File: src/rtl/arb_crossbar.sv
// Registered N x M crossbar with per-output round-robin arbitration and wormhole locking.
// Each output owns a one-flit register that loads on a grant and drains on ready_i.
module arb_crossbar #(
    parameter int INPUT_NUM  = 5,
    parameter int OUTPUT_NUM = 5,
    parameter int FLIT_SIZE  = 32,
    localparam int DEST_W    = (OUTPUT_NUM > 1) ? $clog2(OUTPUT_NUM) : 1
) (
    input  logic                            clk_i,
    input  logic                            rst_ni,
    input  logic [INPUT_NUM-1:0]            valid_i,
    input  logic [INPUT_NUM*FLIT_SIZE-1:0]  data_i,
    input  logic [INPUT_NUM*DEST_W-1:0]     dest_i,
    input  logic [INPUT_NUM-1:0]            tail_i,
    output logic [INPUT_NUM-1:0]            ready_o,
    output logic [OUTPUT_NUM-1:0]           valid_o,
    output logic [OUTPUT_NUM*FLIT_SIZE-1:0] data_o,
    output logic [OUTPUT_NUM-1:0]           tail_o,
    input  logic [OUTPUT_NUM-1:0]           ready_i
);

    localparam int PTR_W = $clog2(INPUT_NUM);
    localparam logic [PTR_W-1:0] LAST_IN = PTR_W'(INPUT_NUM - 1);

    logic [INPUT_NUM-1:0][FLIT_SIZE-1:0]  in_data;
    logic [INPUT_NUM-1:0][DEST_W-1:0]     in_dest;

    logic [OUTPUT_NUM-1:0][FLIT_SIZE-1:0] data_q;
    logic [OUTPUT_NUM-1:0]                valid_q;
    logic [OUTPUT_NUM-1:0]                tail_q;
    logic [OUTPUT_NUM-1:0]                lock_q;
    logic [OUTPUT_NUM-1:0][PTR_W-1:0]     ptr_q;
    logic [OUTPUT_NUM-1:0][PTR_W-1:0]     owner_q;

    logic [OUTPUT_NUM-1:0]                out_free;
    logic [OUTPUT_NUM-1:0]                xfer;
    logic [OUTPUT_NUM-1:0][PTR_W-1:0]     win;
    logic [OUTPUT_NUM-1:0][INPUT_NUM-1:0] req;
    logic [OUTPUT_NUM-1:0][INPUT_NUM-1:0] gnt;

    assign in_data  = data_i;
    assign in_dest  = dest_i;
    assign out_free = ~valid_q | ready_i;

    // A destination index at or beyond OUTPUT_NUM matches no output, so that input simply stalls.
    always_comb begin : arbitrate
        logic found;
        int   idx;
        // NOTE: every variable gets a default before any branch so no latch can be inferred.
        req   = '0;
        gnt   = '0;
        win   = '0;
        xfer  = '0;
        found = 1'b0;
        idx   = 0;
        for (int j = 0; j < OUTPUT_NUM; j++) begin
            for (int i = 0; i < INPUT_NUM; i++) begin
                req[j][i] = valid_i[i] && (in_dest[i] == DEST_W'(j));
            end
            found = 1'b0;
            if (lock_q[j]) begin
                // Mid-packet: only the owner may continue, even while it idles.
                found  = req[j][owner_q[j]];
                win[j] = owner_q[j];
            end else begin
                for (int k = 0; k < INPUT_NUM; k++) begin
                    idx = int'(ptr_q[j]) + k;
                    if (idx >= INPUT_NUM) begin
                        idx = idx - INPUT_NUM;
                    end
                    if (!found && req[j][idx]) begin
                        found  = 1'b1;
                        win[j] = PTR_W'(idx);
                    end
                end
            end
            xfer[j]         = found && out_free[j] && rst_ni;
            gnt[j][win[j]]  = xfer[j];
        end
    end

    always_comb begin : ready_merge
        ready_o = '0;
        for (int j = 0; j < OUTPUT_NUM; j++) begin
            ready_o = ready_o | gnt[j];
        end
    end

    // The flit registers are cleared on reset as well, so data_o reads zero until the first load.
    always_ff @(posedge clk_i or negedge rst_ni) begin
        if (!rst_ni) begin
            data_q  <= '0;
            valid_q <= '0;
            tail_q  <= '0;
            lock_q  <= '0;
            ptr_q   <= '0;
            owner_q <= '0;
        end else begin
            for (int j = 0; j < OUTPUT_NUM; j++) begin
                // NOTE: non-blocking assignments keep every output register reading pre-edge state.
                if (xfer[j]) begin
                    data_q[j]  <= in_data[win[j]];
                    tail_q[j]  <= tail_i[win[j]];
                    valid_q[j] <= 1'b1;
                    if (tail_i[win[j]]) begin
                        lock_q[j] <= 1'b0;
                        ptr_q[j]  <= (win[j] == LAST_IN) ? '0 : win[j] + 1'b1;
                    end else begin
                        lock_q[j]  <= 1'b1;
                        owner_q[j] <= win[j];
                    end
                end else if (ready_i[j]) begin
                    valid_q[j] <= 1'b0;
                end
            end
        end
    end

    assign valid_o = valid_q;
    assign data_o  = data_q;
    assign tail_o  = tail_q;

endmodule

File: config.mk
export PLATFORM = sky130hd
export DESIGN_NAME = arb_crossbar
export DESIGN_NICKNAME = d
export VERILOG_FILES = /design/src/rtl/arb_crossbar.sv
export SDC_FILE = /design/constraint.sdc
export NUM_CORES = 1
export LEC_CHECK = 0
export CELL_PAD_IN_SITES_DETAIL_PLACEMENT = 1
export CELL_PAD_IN_SITES_GLOBAL_PLACEMENT = 1
export CORE_MARGIN = 2
export CORE_UTILIZATION = 35
export DETAILED_ROUTE_END_ITERATION = 10
export PLACE_DENSITY_LB_ADDON = 0.05
export SLEW_MARGIN = 25
export SYNTH_ARGS = -nofsm -noshare
export SYNTH_HDL_FRONTEND = slang
export SYNTH_SLANG_ARGS = --single-unit
File: constraint.sdc
create_clock -name clk_i -period 5.8 [get_ports clk_i]
set_input_delay 0.58 -clock clk_i [delete_from_list [all_inputs] [get_ports clk_i]]
set_output_delay 0.58 -clock clk_i [all_outputs]
set_load 0.02 [all_outputs]
==> qor.txt <==
Clock Sink Count: 205
Maximum buffer depth of the clock tree: 3
Post-DP HPWL: 84470 um
Xor/xnor share of the synthesized area: 0.9146%
Critical Path RT: 5220 ps
Hold Path Depth: 2
Worst reg2reg endpoint: ptr_q[10]
Core box area: 0.05902 mm2
Chip height: 248.6 um
Area of the multi-input gates: 0.01520 mm2
Mux cell area share after synthesis: 19.53%
Worst flop-to-flop path startpoint: ptr_q[9]
Clk_lat worst skew: 590 ps
First-pass GRT wire length: 166800 um
Synthesized net count: 2674
Synth Area in Simple Gates: 18.95%
CTS tree: done
Kind of critical path: reg2out
Adder-cell share of the synthesized area: 4.065%
Worst Skew: 18.05 ps
Leak: 11.58 nW
Fmax: 176.4 MHz
Area Overhead vs Synth: 31.90%
Syn Area/Cell: 8.671 um2
Antenna Violating Nets Remaining: 0
Max Cap Viol: 0
Mapped Cells: 2414
Synth Area in Compound Gates: 27.34%
Most common cell after layout, fill and taps aside: clkdlybuf4s50_1
Final Hold Viols: 0
TritonRoute pass-1 iters: 5
Post-Syn Area: 0.02093 mm2
DRC errors left: 0
Share of the synthesized area in the top cell type: 24.51%
I/O pin cnt: 367
Post-route clock period utilization: 97.73%
CP Capture Type: output pin
Fillers: 6826
RePlAce Congestion: 0.9273
CP top delay family: simple AND/OR/NAND/NOR gates
Met3 GRT Util: 7.129%
Layout cells sized above 1: 16.03%
Clock transition at the registers of the reported paths: 60 ps
CP Launch Type: flop
Fin nets: 3070
Crit path buf inv count: 4
Worst reg-to-reg path cell count: 18
Synth unique cells: 120
Dpl cell area: 0.02615 mm2
Synth warnings: 0
Hold crit path type: reg2reg
Horiz. Die Dim: 248.6 um
Register Area: 0.005136 mm2
IO buf count: 366
FF-to-FF setup slack: 650 ps
Pins Over Slew Limit: 0
DR vias/cell: 6.495
Root Driver: clkbuf_16
Worst rel slew slack: 30.97%
RSZ-0062 raised after global routing: true
Final Instance Area: 0.02761 mm2
CP max stage delay: 650 ps
Ys flop type: dfrtp_1
Largest net degree at the start of global routing: 69
Number of synthesized flops with an enable pin: 0
Hold_sp: data_o[75]
Critical-path cell list: clkinvlp_4 -> ha_1 -> inv_1 -> ha_2 -> or3_1 -> o211ai_1 -> mux2i_2 -> a221o_1 -> o211ai_1 -> o31a_1 -> o221ai_4 -> nand2_1 -> nand2_2 -> buf_4 -> nor3_4 -> or4b_1 -> buf_4
Initial antenna violation count: 9
Hold_ws: 482.3 ps
Peak VDD IR: 0.0005491 V
Asr flop ratio synth: 100.0%
Outcome: finished clean
GR Util met2: 56.47%
Setup TNS: 0 ps
Via count: 23452
CTS buffer count: 29
Wire per inst: 31.80 um
Final setup violation count: 0
Worst path slowest cell: or4b_1
Largest family of logic cells by synthesized area: compound AO/OA/AOI/OAI gates
Area contributors post-synth: dfrtp_1 (25%), mux2i_1 (9.1%), ha_1 (4.1%), mux4_2 (3.9%), nand2_1 (3.7%)
Grt total ovfl: 0
Yosys top cell by area: dfrtp_1
Total GRT Usage: 35.65%
Placement Setup Slack: 210.0 ps
CTS HTree Levels: 1
Final min period: 5668 ps
Min-Delay Endpoint: data_o[75]
Starting Density: 35.47%
Power Density: 818.9 mW/mm2
Vias in the first global route: 23999
Most frequent cells in the layout: clkdlybuf4s50_1 (360), nand2_1 (208), dfrtp_1 (200), mux2i_1 (188), nor2_1 (161)
FP Rows: 89
Post-synthesis sequential area ratio: 24.51%
Drt initial violations: 1952
M1 GR Usage: 47.33%
Worst-Margin Slew: 1032 ps
Post-layout util: 46.78%
Worst-path fanout max: 10
GRT Max-Usage Layer: met2
Routed wire length: 114800 um
Worst EP arrival: 5090 ps
Yosys reg bits: 205
Die Footprint: 0.06178 mm2
Worst setup margin: 131.6 ps
==> flip-flops by register name, summed over array words and instances (netlist names) <==
| name | cells |
|---|---|
| tail_o | 5 |
| ptr_q | 15 |
| data_o | 160 |
| lock_q | 5 |
| valid_o | 5 |
| owner_q | 15 |
==> worst max path at each step <==
stage,start,to,slack (ps),cells after the start
6_report,ptr_q[9],ready_o[4],130,17
5_1_grt,ptr_q[9],ready_o[1],-50,19
4_1_cts,ptr_q[6],ready_o[0],-60,15
3_5_place_dp,dest_i[10],ready_o[0],210,13
3_3_place_gp,dest_i[10],ready_o[0],270,13
2_1_floorplan,ptr_q[9],ready_o[1],760,21
==> area by class of cell <==
type	count	share of cell area (%)
Clock buffer	36	2.869
Clock inverter	18	0.9290
Inverter	62	0.8928
Tap cell	773	3.503
Multi-Input combinational cell	1981	55.04
Timing Repair Buffer	531	18.12
Antenna cell	5	0.04532
Sequential cell	205	18.60
==> cell usage after synthesis (53+ instances only) <==
library cell,number
nand2_1,209
dfrtp_1,205
mux2i_1,190
nor2_1,168
a21oi_1,151
o21ai_0,125
clkbuf_1,91
ha_1,68
mux2_2,68
a22oi_1,67
nor3_1,64
inv_1,53
==> cell families (layout without fill, tap and decap cells) <==
logic type,count (synthesis),count (layout)
AOI/OAI and AO/OA,788,788
and+or+nand+nor,757,757
muxes,347,347
buffers and inverters,228,647
DFF,205,205
adders and majority gates,68,68
xor gates and xnor gates,21,21
other,0,5
==> routing by layer <==
metal	share of wire, %	vias up
li1	-	10160
met1	43	11965
met2	45	1085
met3	7.7	236
met4	4.8	6
met5	0.032	-
==> stage by stage <==
stage          total power, mW  instances
6_report                 22.61       3611
5_1_grt                  23.74       3611
4_1_cts                  21.99       3592
3_5_place_dp             19.80       3536
3_3_place_gp             19.46       3536
2_1_floorplan            13.07       2414
==> power by group <==
part	switching (mW)	total, mW	internal [mW]
clock	0.796	2.00	1.20
combinational	10.9	17.8	6.91
sequential	0.694	2.81	2.11
==> worst register-to-register path: cells and delay by family, from the launching register on <==
kind / cells / cell delay (ps)
buf+inv: 5 / 830
simple gates: 2 / 680
flops: 1 / 390
fa+ha+maj: 2 / 530
mux: 2 / 690
compound gates: 7 / 1940
==> timing repair <==
item | 4_1_cts | 5_1_grt
hold buffers | 1 | 0
pin swaps | 0 | 5
endpoints found under the setup margin | 5 | 5
buffers inserted | 1 | 14
gates resized for setup | 16 | 45
hold endpoints to repair | 50 | 0
No activity file was read; power rests on OpenSTA's default activity.
